[config.mk]
export PLATFORM = sky130hd
export DESIGN_NAME = multicycle_ctrl_fsm_flat
export DESIGN_NICKNAME = d
export VERILOG_FILES = /design/src/rtl/multicycle_ctrl_fsm_pkg.sv /design/src/rtl/multicycle_ctrl_fsm_if.sv /design/src/rtl/multicycle_ctrl_fsm_wait_counter.sv /design/src/rtl/multicycle_ctrl_fsm.sv /design/src/flat_wrapper.sv
export SDC_FILE = /design/constraint.sdc
export NUM_CORES = 1
export LEC_CHECK = 0
export ABC_AREA = 1
export CAP_MARGIN = 20
export CORE_MARGIN = 4
export CORE_UTILIZATION = 30
export CTS_BUF_LIST = sky130_fd_sc_hd__clkbuf_4
export DETAILED_ROUTE_END_ITERATION = 10
export HOLD_SLACK_MARGIN = 0.1
export PLACE_DENSITY = 0.64
export SETUP_SLACK_MARGIN = 0.5
export SYNTH_ARGS = -nofsm -noshare
export SYNTH_HDL_FRONTEND = slang
export SYNTH_SLANG_ARGS = --single-unit
[constraint.sdc]
create_clock -name clk -period 1.65 [get_ports clk]
set_input_delay 0.33 -clock clk [delete_from_list [all_inputs] [get_ports clk]]
set_output_delay 0.33 -clock clk [all_outputs]
set_load 0.02 [all_outputs]
[src/rtl/multicycle_ctrl_fsm_pkg.sv]
// rtl/multicycle_ctrl_fsm_pkg.sv - state encodings, ResultSrc codes and per-state control words
package multicycle_ctrl_fsm_pkg;

  typedef enum logic [3:0] {
    S_FETCH  = 4'd0,
    S_DECODE = 4'd1,
    S_MEMADR = 4'd2,
    S_MEMRD  = 4'd3,
    S_MEMWB  = 4'd4,
    S_MEMWR  = 4'd5,
    S_EXECR  = 4'd6,
    S_EXECI  = 4'd7,
    S_ALUWB  = 4'd8,
    S_BRANCH = 4'd9,
    S_ALUWB2 = 4'd10,
    S_EXECF  = 4'd11,
    S_FWAIT  = 4'd12,
    S_FWB    = 4'd13,
    S_FAULT  = 4'd14
  } state_e;

  localparam logic [1:0] RES_ALUOUT    = 2'b00;
  localparam logic [1:0] RES_DATA      = 2'b01;
  localparam logic [1:0] RES_ALURESULT = 2'b10;
  localparam logic [1:0] RES_FPU       = 2'b11;

  typedef struct packed {
    logic       next_pc;
    logic       branch;
    logic       mem_w;
    logic       reg_w;
    logic       ir_write;
    logic       adr_src;
    logic [1:0] result_src;
    logic [1:0] alu_src_a;
    logic [1:0] alu_src_b;
    logic       alu_op;
    logic       lmul_flag;
    logic       fpu_start;
  } ctrl_word_t;

  // Field order: NextPC Branch MemW RegW IRWrite AdrSrc ResultSrc ALUSrcA ALUSrcB ALUOp LmulFlag FpuStart
  localparam ctrl_word_t CW_NONE   = 15'b0_0_0_0_0_0_00_00_00_0_0_0;
  localparam ctrl_word_t CW_FETCH  = 15'b1_0_0_0_1_0_10_01_10_0_0_0;
  localparam ctrl_word_t CW_DECODE = 15'b0_0_0_0_0_0_10_01_10_0_0_0;
  localparam ctrl_word_t CW_EXECR  = 15'b0_0_0_0_0_0_00_00_00_1_0_0;
  localparam ctrl_word_t CW_EXECI  = 15'b0_0_0_0_0_0_00_00_01_1_0_0;
  localparam ctrl_word_t CW_MEMADR = 15'b0_0_0_0_0_0_00_00_01_0_0_0;
  localparam ctrl_word_t CW_MEMRD  = 15'b0_0_0_0_0_1_00_00_00_0_0_0;
  localparam ctrl_word_t CW_MEMWR  = 15'b0_0_1_0_0_1_00_00_00_0_0_0;
  localparam ctrl_word_t CW_MEMWB  = 15'b0_0_0_1_0_0_01_00_00_0_0_0;
  localparam ctrl_word_t CW_ALUWB  = 15'b0_0_0_1_0_0_00_00_00_0_0_0;
  localparam ctrl_word_t CW_ALUWB2 = 15'b0_0_0_1_0_0_00_00_00_0_1_0;
  localparam ctrl_word_t CW_BRANCH = 15'b0_1_0_0_0_0_10_00_01_0_0_0;
  localparam ctrl_word_t CW_EXECF  = 15'b0_0_0_0_0_0_00_00_00_0_0_1;
  localparam ctrl_word_t CW_FWB    = 15'b0_0_0_1_0_0_11_00_00_0_0_0;

endpackage

[src/rtl/multicycle_ctrl_fsm_if.sv]
// rtl/multicycle_ctrl_fsm_if.sv - decoder/memory/FPU inputs and datapath control outputs of the FSM
interface multicycle_ctrl_fsm_if;
  logic [1:0] Op;
  logic [5:0] Funct;
  logic       Long;
  logic       MemReady;
  logic       FpuDone;
  logic       IRWrite;
  logic       AdrSrc;
  logic       NextPC;
  logic       RegW;
  logic       MemW;
  logic       Branch;
  logic       ALUOp;
  logic [1:0] ALUSrcA;
  logic [1:0] ALUSrcB;
  logic [1:0] ResultSrc;
  logic       LmulFlag;
  logic       FpuStart;
  logic       Fault;
  logic [3:0] State;

  modport master (
    output Op, Funct, Long, MemReady, FpuDone,
    input  IRWrite, AdrSrc, NextPC, RegW, MemW, Branch, ALUOp,
    input  ALUSrcA, ALUSrcB, ResultSrc, LmulFlag, FpuStart, Fault, State
  );

  modport slave (
    input  Op, Funct, Long, MemReady, FpuDone,
    output IRWrite, AdrSrc, NextPC, RegW, MemW, Branch, ALUOp,
    output ALUSrcA, ALUSrcB, ResultSrc, LmulFlag, FpuStart, Fault, State
  );
endinterface

[src/rtl/multicycle_ctrl_fsm_wait_counter.sv]
// rtl/multicycle_ctrl_fsm_wait_counter.sv - FPU wait counter with clear, enable and terminal count
module multicycle_ctrl_fsm_wait_counter #(
  parameter int unsigned LIMIT = 64,
  parameter int unsigned W     = $clog2(LIMIT + 1)
) (
  input  logic clk,
  input  logic resetn,
  input  logic clr,
  input  logic en,
  output logic tc
);

  localparam logic [W-1:0] TC_VAL = W'(LIMIT - 1);

  logic [W-1:0] cnt_q, cnt_d;

  always_comb begin
    cnt_d = cnt_q;
    if (clr) begin
      cnt_d = '0;
    end else if (en) begin
      cnt_d = cnt_q + 1'b1;
    end
  end

  always_ff @(posedge clk) begin
    if (!resetn) begin
      cnt_q <= '0;
    end else begin
      cnt_q <= cnt_d;
    end
  end

  assign tc = (cnt_q == TC_VAL);

endmodule

[src/rtl/multicycle_ctrl_fsm.sv]
// rtl/multicycle_ctrl_fsm.sv - multicycle core control FSM with memory wait-states, FPU handshake and long-multiply writeback
module multicycle_ctrl_fsm
  import multicycle_ctrl_fsm_pkg::*;
#(
  parameter bit          MEM_HANDSHAKE = 1'b1,
  parameter bit          FPU_EN        = 1'b1,
  parameter int unsigned FPU_TIMEOUT   = 64
) (
  input  logic                 clk,
  input  logic                 reset,
  multicycle_ctrl_fsm_if.slave bus
);

  state_e     state_q, state_d;
  ctrl_word_t cw;
  logic       fault;
  logic       mem_ok;
  logic       wait_tc;
  logic       wait_clr;
  logic       wait_en;

  assign mem_ok   = !MEM_HANDSHAKE || bus.MemReady;
  assign wait_clr = (state_q == S_EXECF);
  assign wait_en  = (state_q == S_FWAIT) && !bus.FpuDone && !wait_tc;

  multicycle_ctrl_fsm_wait_counter #(
    .LIMIT (FPU_TIMEOUT)
  ) u_wait_counter (
    .clk    (clk),
    .resetn (reset),
    .clr    (wait_clr),
    .en     (wait_en),
    .tc     (wait_tc)
  );

  always_ff @(posedge clk) begin
    if (!reset) begin
      state_q <= S_FETCH;
    end else begin
      state_q <= state_d;
    end
  end

  always_comb begin
    state_d = state_q;
    case (state_q)
      S_FETCH:  if (mem_ok) state_d = S_DECODE;
      S_DECODE: begin
        case (bus.Op)
          2'b00:   state_d = bus.Funct[5] ? S_EXECI : S_EXECR;
          2'b01:   state_d = S_MEMADR;
          2'b10:   state_d = S_BRANCH;
          default: begin
            if (FPU_EN) state_d = S_EXECF;
            else        state_d = S_FAULT;
          end
        endcase
      end
      S_MEMADR: state_d = bus.Funct[0] ? S_MEMRD : S_MEMWR;
      S_MEMRD:  if (mem_ok) state_d = S_MEMWB;
      S_MEMWR:  if (mem_ok) state_d = S_FETCH;
      S_EXECR,
      S_EXECI:  state_d = S_ALUWB;
      S_ALUWB:  state_d = bus.Long ? S_ALUWB2 : S_FETCH;
      S_ALUWB2,
      S_MEMWB,
      S_BRANCH,
      S_FWB:    state_d = S_FETCH;
      S_EXECF:  state_d = S_FWAIT;
      // A completing FPU beats the timeout when both land in the same cycle.
      S_FWAIT: begin
        if (bus.FpuDone)  state_d = S_FWB;
        else if (wait_tc) state_d = S_FAULT;
      end
      S_FAULT:  state_d = S_FAULT;
      default:  state_d = S_FAULT;
    endcase
  end

  always_comb begin
    cw    = CW_NONE;
    fault = 1'b0;
    case (state_q)
      S_FETCH: begin
        cw = CW_FETCH;
        // PC and IR update only on the cycle the fetch actually completes.
        if (!mem_ok) begin
          cw.next_pc  = 1'b0;
          cw.ir_write = 1'b0;
        end
      end
      S_DECODE: cw = CW_DECODE;
      S_EXECR:  cw = CW_EXECR;
      S_EXECI:  cw = CW_EXECI;
      S_MEMADR: cw = CW_MEMADR;
      S_MEMRD:  cw = CW_MEMRD;
      S_MEMWR:  cw = CW_MEMWR;
      S_MEMWB:  cw = CW_MEMWB;
      S_ALUWB:  cw = CW_ALUWB;
      S_ALUWB2: cw = CW_ALUWB2;
      S_BRANCH: cw = CW_BRANCH;
      S_EXECF:  cw = CW_EXECF;
      S_FWB:    cw = CW_FWB;
      S_FAULT:  fault = 1'b1;
      default:  cw = CW_NONE;
    endcase
  end

  assign bus.NextPC    = cw.next_pc;
  assign bus.Branch    = cw.branch;
  assign bus.MemW      = cw.mem_w;
  assign bus.RegW      = cw.reg_w;
  assign bus.IRWrite   = cw.ir_write;
  assign bus.AdrSrc    = cw.adr_src;
  assign bus.ResultSrc = cw.result_src;
  assign bus.ALUSrcA   = cw.alu_src_a;
  assign bus.ALUSrcB   = cw.alu_src_b;
  assign bus.ALUOp     = cw.alu_op;
  assign bus.LmulFlag  = cw.lmul_flag;
  assign bus.FpuStart  = cw.fpu_start;
  assign bus.Fault     = fault;
  assign bus.State     = state_q;

endmodule
[src/flat_wrapper.sv]
// flat-port wrapper written by rule: the top's interface ports become plain ports
module multicycle_ctrl_fsm_flat import multicycle_ctrl_fsm_pkg::*;
#(
  parameter bit          MEM_HANDSHAKE = 1'b1,
  parameter bit          FPU_EN        = 1'b1,
  parameter int unsigned FPU_TIMEOUT   = 64
)
  (clk, reset, bus_Op, bus_Funct, bus_Long, bus_MemReady, bus_FpuDone, bus_IRWrite, bus_AdrSrc, bus_NextPC, bus_RegW, bus_MemW, bus_Branch, bus_ALUOp, bus_ALUSrcA, bus_ALUSrcB, bus_ResultSrc, bus_LmulFlag, bus_FpuStart, bus_Fault, bus_State);
  multicycle_ctrl_fsm_if bus_i ();
  input  logic clk;
  input  logic reset;
  input wire logic [$bits(bus_i.Op)-1:0] bus_Op;
  input wire logic [$bits(bus_i.Funct)-1:0] bus_Funct;
  input wire logic [$bits(bus_i.Long)-1:0] bus_Long;
  input wire logic [$bits(bus_i.MemReady)-1:0] bus_MemReady;
  input wire logic [$bits(bus_i.FpuDone)-1:0] bus_FpuDone;
  output wire logic [$bits(bus_i.IRWrite)-1:0] bus_IRWrite;
  output wire logic [$bits(bus_i.AdrSrc)-1:0] bus_AdrSrc;
  output wire logic [$bits(bus_i.NextPC)-1:0] bus_NextPC;
  output wire logic [$bits(bus_i.RegW)-1:0] bus_RegW;
  output wire logic [$bits(bus_i.MemW)-1:0] bus_MemW;
  output wire logic [$bits(bus_i.Branch)-1:0] bus_Branch;
  output wire logic [$bits(bus_i.ALUOp)-1:0] bus_ALUOp;
  output wire logic [$bits(bus_i.ALUSrcA)-1:0] bus_ALUSrcA;
  output wire logic [$bits(bus_i.ALUSrcB)-1:0] bus_ALUSrcB;
  output wire logic [$bits(bus_i.ResultSrc)-1:0] bus_ResultSrc;
  output wire logic [$bits(bus_i.LmulFlag)-1:0] bus_LmulFlag;
  output wire logic [$bits(bus_i.FpuStart)-1:0] bus_FpuStart;
  output wire logic [$bits(bus_i.Fault)-1:0] bus_Fault;
  output wire logic [$bits(bus_i.State)-1:0] bus_State;
  assign bus_i.Op = bus_Op;
  assign bus_i.Funct = bus_Funct;
  assign bus_i.Long = bus_Long;
  assign bus_i.MemReady = bus_MemReady;
  assign bus_i.FpuDone = bus_FpuDone;
  assign bus_IRWrite = bus_i.IRWrite;
  assign bus_AdrSrc = bus_i.AdrSrc;
  assign bus_NextPC = bus_i.NextPC;
  assign bus_RegW = bus_i.RegW;
  assign bus_MemW = bus_i.MemW;
  assign bus_Branch = bus_i.Branch;
  assign bus_ALUOp = bus_i.ALUOp;
  assign bus_ALUSrcA = bus_i.ALUSrcA;
  assign bus_ALUSrcB = bus_i.ALUSrcB;
  assign bus_ResultSrc = bus_i.ResultSrc;
  assign bus_LmulFlag = bus_i.LmulFlag;
  assign bus_FpuStart = bus_i.FpuStart;
  assign bus_Fault = bus_i.Fault;
  assign bus_State = bus_i.State;
  multicycle_ctrl_fsm #(.MEM_HANDSHAKE(MEM_HANDSHAKE), .FPU_EN(FPU_EN), .FPU_TIMEOUT(FPU_TIMEOUT)) u_core (.clk(clk), .reset(reset), .bus(bus_i));
endmodule
==> flow_summary.yaml, run 1 <==
floorplan:
  core-area_mm2: 0.003028
  io_pins: 33
  dieHeight_um: 63.86
  die_x_um: 63.86
  die_area_mm2: 0.004077
  row_count: 20
  start_util_pct: 30.91
cts:
  cts.path.max_buffers: 2
  h-tree-depth: 1
  numCtsBuffers: 3
  postCtsHoldBufs: 0
  clk_latency_ps: 270
  cts.clk_slew.worst_paths_ps: 70
  cts_tree: "done"
  clock-root-buffer: "clkbuf_4"
  clock-sinks: 11
global_route:
  grt_pass1_wl_mm: 4.547
  grt_max_degree: 9
  grt.overflow.total: 0
  grt_antenna_before_repair: 0
  first_global_vias: 1032
  grt_usage_pct: 13.98
synthesis:
  async_reset_ff_share_pct: 0
  synth_area_per_cell_um2: 6.239
  synth_top_cell_area_share_pct: 23.53
  yosysWarnings: 0
  yosys-top-cells-count: "nand2_1, nor2_1, inv_1"
  synth_area_um2: 935.9
  ys_ff_latch: 11
  synth_edf_count: 0
  yosysTopAreaCell: "dfxtp_1"
  synth_most_common_cell: "nand2_1"
  syn_nets: 164
  seq_area_frac_synth_pct: 23.53
  netlist_instances: 150
  synth_top_flop_cell: "dfxtp_1"
  ys_types: 28
  ys_top_cells_by_area: "dfxtp_1, nand2_1, nor2_1"
min_path:
  hold_path.class: "reg2reg"
run_status:
  status: "completed"
routing:
  firstDrtPassIters: 4
  postRouteAntennaNets: 0
  viasPerCell: 4.429
  drtIter0Drc: 29
  wire_per_inst_um: 11.48
  wl_mm: 2.916
  num_vias: 1125
  route.detailed.drc: 0
placement:
  dp_hpwl_mm: 2.206
  place.gp.congestion: 0.8854
  io_buffers: 27
  postPlaceCellArea_mm2: 0.001508
critical_path:
  path_max_fanout: 4
  crit_arrival_ps: 1260
  start_kind: "flop"
  crit_type: "reg2out"
  crit_required_ps: 1320
  r2r_setup_slack_ps: 150
  crit_path_end_kind: "output pin"
sta:
  max_freq_mhz: 629.9
  period_share_pct: 96.22
  maxSlewViolCount: 0
  finalCriticalPeriod_ps: 1588
  hold_viol: 0
  setup_viol: 0
  grt_setup_unrepaired: "yes"
  fin_worst_skew_ps: 1.009
final_layout:
  finalNetCount: 225
  drive_above_1_share_pct: 54.29
  fin_area_mm2: 0.001767
  area.growth.synth_to_final_pct: 88.77
  antennaDiodeCount: 0
power:
  irDropWorstVdd_uv: 595.3
  p_per_area_mw_per_mm2: 1546
  p_leak_nw: 0.9003
  p_total_mw: 2.732
job:
  drv_cap: 0
==> cells in the final DEF, fill, tap and decap left out, types with 2 or more instances in the layout <==
master	n
nand2_2	12
xor2_1	3
inv_2	3
nand2_4	5
buf_4	24
dfxtp_1	7
nor2_1	12
dfxtp_4	4
clkbuf_4	4
a21oi_2	3
clkdlybuf4s50_1	8
nand2_1	36
inv_1	11
inv_4	6
buf_6	27
nand3_1	8
nand3b_4	2
a21oi_1	3
nor2_4	13
==> area by class of cell <==
cell class                 count  area [µm²]
clock buffer                   4       30.03
fill                         285        1261
inverter                      23       118.9
multi-input combinational    112       758.2
sequential                    11       235.2
tap                           44       55.05
timing repair buffer          60       569.3
==> path summary, 6_finish.rpt <==
path / from / end / cells past startpoint
worst max-delay path: u_core.bus.State[2] / bus_ALUSrcB[0] / 6
worst min-delay path: u_core.u_wait_counter.cnt_q[6] / u_core.u_wait_counter.cnt_q[6] / 2
worst max register to register: u_core.bus.State[2] / u_core.bus.State[0] / 11
worst min register to register: u_core.u_wait_counter.cnt_q[6] / u_core.u_wait_counter.cnt_q[6] / 2
==> where the power goes <==
group | switching [mW] | internal, mW
combinational | 1.07 | 1.02
sequential | 0.115 | 0.329
clock | 0.0943 | 0.110
total | 1.28 | 1.46
==> critical path: stages (launching register included) <==
cell and delay, ps:
dfxtp_4 380, nor2_4 180, inv_4 80, nor2_4 110
a21oi_4 50, o21ai_4 60, buf_6 130
==> cell families after synthesis <==
family                   after synthesis  synth area share, %
AO/OA/AOI/OAI                         14                8.289
XOR/XNOR                               3                2.808
adder cells (fa/ha/maj)                1                1.337
buffers and inverters                 27                14.04
flip-flops                            11                23.53
other                                  1               0.4007
AND/OR/NAND/NOR                       93                49.60
==> sequential cells by signal, indices dropped and copies added (netlist names) <==
| register | count |
|---|---|
| u_core.bus.State | 4 |
| u_core.u_wait_counter.cnt_q | 7 |
==> metal layers <==
layer	share of wire (%)	global-route usage, %	up-vias
met5	0	0	-
met4	3.2	6.469	0
met3	5.3	2.285	9
met2	50	26.06	35
met1	41	15.14	492
li1	-	-	589
==> per-stage QoR <==
step | setup WS (ps) | TNS [ps] | hold WS [ps] | cells | utilization [%]
floorplan | 229.9 | 0 | 438.6 | 150 | -
global placement | -205.4 | -1236 | 454.1 | 238 | 49.79
detailed placement | -240.9 | -1371 | 455.4 | 238 | 49.79
CTS | 35.62 | 0 | 463.6 | 249 | 54.50
global route | -17.96 | -20.03 | 508.4 | 254 | 58.35
finish | 62.32 | 0 | 462.9 | 254 | 58.35
==> timing repair <==
item / 4_1_cts / 5_1_grt
resized for setup: 124 / 25
endpoints found under the setup margin: 29 / 30
pin swaps: 12 / 7
buffers inserted: 7 / 5
Note: power is estimated with default switching activity, not from simulation.
==> inputs of run 2 (changes only) <==
Settings changed: CORE_UTILIZATION 30 to 46, PLACE_DENSITY 0.64 to 0.89.
==> run 2 against run 1 <==
Clock power shrank 3%. Routed wire length grew 36%. Cell count shrank 7.1%. Combinational power grew 5%. Critical endpoint is now bus_RegW. Largest cell class unchanged.
==> flow_summary.yaml, run 2 (synthesis results as in run 1) <==
min_path:
  min-delay-start: "u_core.u_wait_counter.cnt_q[1]"
  min_path_cells: 2
  hold_path.class: "reg2reg"
  hold_path_end: "u_core.u_wait_counter.cnt_q[1]"
critical_path:
  rr_endpoint: "u_core.bus.State[2]"
  crit_arrival_ps: 1290
  crit_path_end_kind: "output pin"
  crit_type: "reg2out"
  crit_family: "flip-flops"
  crit_top_cell: "inv_4"
  crit_buf_inv: 3
  reg2regPathDepth: 11
  crit_path_max_incr_delay_ps: 410
  crit_required_ps: 1320
  path_max_fanout: 5
  r2r_setup_slack_ps: 80
  critPathSlowestCell: "dfxtp_4"
  r2r_start: "u_core.bus.State[3]"
  path_cells: "inv_4, nor2_4, inv_4, o211ai_1, buf_4"
  start_kind: "flop"
routing:
  drtIter0Drc: 67
  route.detailed.drc: 0
  wl_mm: 3.972
  firstDrtPassIters: 4
  num_vias: 1272
  wire_per_inst_um: 16.83
  viasPerCell: 5.390
  postRouteAntennaNets: 0
floorplan:
  start_util_pct: 48.20
  io_pins: 33
  die_x_um: 53.11
  dieHeight_um: 53.11
  row_count: 16
  core-area_mm2: 0.001942
  die_area_mm2: 0.002820
job:
  drv_cap: 0
cts:
  clk_latency_ps: 270
  clock-sinks: 11
  numCtsBuffers: 3
  cts.clk_slew.worst_paths_ps: 70
  cts.path.max_buffers: 2
  h-tree-depth: 1
  cts_tree: "done"
  clock-root-buffer: "clkbuf_4"
  postCtsHoldBufs: 0
sta:
  finalCriticalPeriod_ps: 1622
  period_share_pct: 98.28
  grt_setup_unrepaired: "yes"
  setup_viol: 0
  tns_ps: 0
  holdWs_ps: 519.5
  fin_worst_skew_ps: 7.925
  hold_viol: 0
  maxSlewViolCount: 0
  max_freq_mhz: 616.7
power:
  p_leak_nw: 0.9138
  irDropWorstVdd_uv: 1446
  p_per_area_mw_per_mm2: 1612
global_route:
  grt_max_degree: 9
  grt_usage_pct: 30.12
  grt_pass1_wl_mm: 6.189
  first_global_vias: 1325
  grt.overflow.total: 0
  grt_antenna_before_repair: 0
final_layout:
  antennaDiodeCount: 0
  area.growth.synth_to_final_pct: 88.24
  final_common_cell: "nand2_1"
  drive_above_1_share_pct: 55.02
  finalNetCount: 224
  largest_register_ff_count: 7
  fill_cells: 75
  max_flop_register: "u_core.u_wait_counter.cnt_q"
  layout_common_cells: "nand2_1, buf_6, buf_4"
placement:
  io_buffers: 27
  place.gp.congestion: 0.8557
  dp_hpwl_mm: 2.308
run_status:
  status: "completed"
-- run 2: changes by cell type in the layout (fill, tap and decap cells not counted), sizes merged --
cell,previous run,this run
clkinv,1,3
inv,22,20
buf,52,51
-- run 2: per-stage QoR --
stage	power, mW	std cells	utilization [%]	setup WS (ps)	area [µm²]
6_report	2.840	236	90.72	28.40	1762
2_1_floorplan	1.468	150	-	229.9	1066
3_5_place_dp	2.137	221	76.55	-231.9	1486
3_3_place_gp	2.095	221	76.55	-202.1	1486
4_1_cts	2.647	235	86.53	46.63	1680
5_1_grt	3.004	236	90.72	-62.82	1762
-- run 2: timing repair --
item / in CTS / in global routing
pin swaps: 8 / 8
gates cloned: 0 / 0
hold endpoints to repair: 0 / 0
resized for setup: 133 / 18
setup buffers: 10 / 1
endpoints found under the setup margin: 30 / 30
-- run 2: worst max path at each step --
stage	startpoint	end	slack, ps	depth (start not counted)
5_1_grt	u_core.bus.State[3]	u_core.bus.State[2]	-60	11
2_1_floorplan	u_core.bus.State[1]	bus_NextPC	230	5
4_1_cts	u_core.bus.State[3]	bus_ALUSrcB[0]	50	6
6_report	u_core.bus.State[3]	bus_RegW	30	5
3_3_place_gp	bus_MemReady	bus_NextPC	-200	4
3_5_place_dp	bus_MemReady	bus_NextPC	-230	4
-- run 2: cell type report --
cell class	count	area, µm²	area share, %
repair buffers	59	560.5	31.82
multi-input cells	112	778.2	44.18
clock buffers	4	30.03	1.705
flip-flops and latches	11	235.2	13.35
well taps	27	33.78	1.918
inverters	23	123.9	7.031
-- run 2: worst register-to-register path, stage by stage, from the launching register on --
cell	delay, ps
dfxtp_4	380
buf_4	150
nand2_4	80
clkinv_4	60
buf_6	110
buf_6	120
nand2_2	90
nand2_1	70
nor2_1	120
nand3_1	140
nor2_2	100
nor2_1	50
-- run 2: power breakdown --
part / leakage, nW / switching [mW] / internal (mW) / total (mW)
Combinational: 0.803 / 1.16 / 1.02 / 2.18
Clock: 0.0184 / 0.0887 / 0.110 / 0.199
Sequential: 0.0920 / 0.129 / 0.330 / 0.458
Total: 0.914 / 1.38 / 1.46 / 2.84
-- run 2: per-layer routing --
layer	vias to the layer above	global-route usage, %	share of wire, %
met3	20	5.070	10
met5	-	0	0
met4	0	17.45	4.8
met1	578	34.41	37
li1	582	-	-
met2	92	52.07	48
==> inputs of run 3 (changes only) <==
Settings changed: CORE_UTILIZATION 46 to 50, DONT_BUFFER_PORTS set to 1, PLACE_DENSITY 0.89 to 0.72.
==> run 3 against run 2 <==
Critical path type unchanged. Largest power group unchanged. Flip-flop and latch count stayed put. Cell count is 17% lower. Sequential share of layout area is 2.5 points higher. The run now ends with negative setup slack left. First-iteration DRC count is 22% lower. Via count is 9.1% lower. Worst hold slack worse by 360 ps.
==> flow_summary.yaml, run 3 (synthesis results as in run 1) <==
placement:
  io_buffers: 0
  postPlaceCellArea_mm2: 0.001071
  dp_hpwl_mm: 1.745
  place.gp.congestion: 0.8931
  placed_cells: 173
power:
  p_clk_share_pct: 8.2
  p_int_mw: 1.129
  p_per_area_mw_per_mm2: 1657
  irDropWorstVdd_uv: 1676
  p_leak_nw: 0.7685
  comb_power_share_pct: 70.6
  p_seq_share_pct: 21.3
  p_switching_mw: 1.385
  p_total_mw: 2.515
  switching_share_pct: 55.09
final_layout:
  drive_above_1_share_pct: 56.47
  layout_common_cells: "nand2_1, nor2_4, inv_1, nand2_2, nor2_1"
  max_flop_register: "u_core.u_wait_counter.cnt_q"
  antennaDiodeCount: 0
  final_core_util_pct: 86.95
  fin_cells: 195
  fill_cells: 89
  largest_register_ff_count: 7
  finalNetCount: 185
  area.growth.synth_to_final_pct: 62.17
  fin_area_mm2: 0.001518
  final_common_cell: "nand2_1"
cts:
  cts.path.max_buffers: 2
  cts.clk_slew.worst_paths_ps: 70
  h-tree-depth: 1
  clock-root-buffer: "clkbuf_4"
  cts_tree: "done"
  clk_latency_ps: 270
  clock-sinks: 11
  numCtsBuffers: 3
global_route:
  grt_max_degree: 9
  grt.overflow.total: 0
  grt_usage_pct: 21.74
  grt_antenna_before_repair: 0
  first_global_vias: 923
  grt_pass1_wl_mm: 4.326
min_path:
  min_path_cells: 2
  hold_path_end: "u_core.bus.State[1]"
  hold_path.class: "in2reg"
  min-delay-start: "reset"
run_status:
  violations: "negative setup slack"
  status: "complete, but fails checks"
routing:
  wl_mm: 3.720
  route.detailed.drc: 0
  viasPerCell: 5.928
  wl_met3_um: 374
  wire_per_inst_um: 19.08
  wl_met2_mm: 1.799
  num_vias: 1156
  drtIter0Drc: 52
  postRouteAntennaNets: 0
  firstDrtPassIters: 5
  maxUsedRoutingLayer: "met4"
  drt-met1-wl_mm: 1.361
critical_path:
  crit_arrival_ps: 1410
  path_cells: "inv_6, nor2_4, nand2_2, o211ai_1, buf_4"
  crit_type: "reg2out"
  crit_required_ps: 1320
  crit_path_end_kind: "output pin"
  critPathSlowestCell: "dfxtp_4"
  crit_path_max_incr_delay_ps: 470
  r2r_start: "u_core.bus.State[2]"
  reg2regPathDepth: 12
  start_kind: "flop"
  path_max_fanout: 5
  rr_endpoint: "u_core.bus.State[0]"
  r2r_setup_slack_ps: 30
sta:
  setup_viol: 7
  setup_slack_ps: -88.55
  hold_viol: 0
  period_share_pct: 105.4
  max_freq_mhz: 575.2
  finalCriticalPeriod_ps: 1739
  grt_setup_unrepaired: "yes"
  fin_worst_skew_ps: 2.770
  maxSlewViolCount: 0
floorplan:
  row_count: 15
  dieHeight_um: 51.27
  io_pins: 33
  core-area_mm2: 0.001745
  die_x_um: 51.27
  die_area_mm2: 0.002628
  start_util_pct: 53.62
job:
  drv_cap: 0
## run 3: changes by cell type in the layout (fill, tap and decap cells not counted), moves of 3 or more
cell / delta
inv_6: +3
buf_6: -18
nand2_1: -5
nand2_4: +5
clkdlybuf4s50_1: -8
inv_2: -3
buf_4: -16
a21oi_1: -5
a21oi_2: +5
## run 3: through the flow
| stage | hold slack (ps) | setup WS (ps) | setup TNS, ps |
|---|---|---|---|
| 2_1_floorplan | 438.6 | 229.9 | 0 |
| 3_3_place_gp | 443.9 | 218.3 | 0 |
| 3_5_place_dp | 449.9 | 208.7 | 0 |
| 4_1_cts | 164.4 | 17.13 | 0 |
| 5_1_grt | 155.4 | -127.9 | -716.8 |
| 6_report | 159.8 | -88.55 | -233.9 |
## run 3: per-layer routing
| metal | GRT usage [%] | up-vias |
|---|---|---|
| met1 | 28.65 | 546 |
| met5 | 0 | - |
| met4 | 7.424 | 0 |
| met2 | 34.55 | 82 |
| met3 | 5.248 | 23 |
| li1 | - | 505 |
## run 3: critical path, delay by kind of cell (launching register included)
kind	cells	cell delay, ps
buffers and inverters	2	250
DFF	1	470
and+or+nand+nor	2	280
AOI/OAI and AO/OA	1	140
## run 3: worst max path at each step
stage                              from             endpoint  slack, ps  depth (start not counted)
floorplan           u_core.bus.State[1]           bus_NextPC        230                          5
CTS                 u_core.bus.State[3]             bus_RegW         20                          5
finish              u_core.bus.State[2]             bus_RegW        -90                          5
global route        u_core.bus.State[2]             bus_RegW       -130                          5
detailed placement  u_core.bus.State[1]  u_core.bus.State[2]        210                          9
global placement    u_core.bus.State[1]  u_core.bus.State[3]        220                          6
## run 3: final cells by class
| type | count | area [µm²] | area share [%] |
|---|---|---|---|
| tap | 25 | 31.28 | 2.061 |
| sequential | 11 | 240.2 | 15.83 |
| multi-input combinational | 112 | 874.6 | 57.63 |
| inverter | 23 | 138.9 | 9.151 |
| timing repair buffer | 20 | 202.7 | 13.36 |
| clock buffer | 4 | 30.03 | 1.979 |
## run 3: power by group through the flow
| stage | registers (mW) | logic [mW] | clock network [mW] |
|---|---|---|---|
| after floorplan | 0.465 | 1.00 | 0 |
| after CTS | 0.507 | 1.34 | 0.207 |
| after detailed placement | 0.510 | 1.04 | 0 |
| after global routing | 0.541 | 1.87 | 0.223 |
| final | 0.535 | 1.77 | 0.206 |
| after global placement | 0.508 | 1.03 | 0 |
## run 3: what timing repair did
action | CTS | global route
hold buffers | 0 | 0
resized for setup | 21 | 49
endpoints found under the setup margin | 27 | 26
pin swaps | 12 | 20
hold endpoints to repair | 0 | 0
setup buffers | 10 | 8
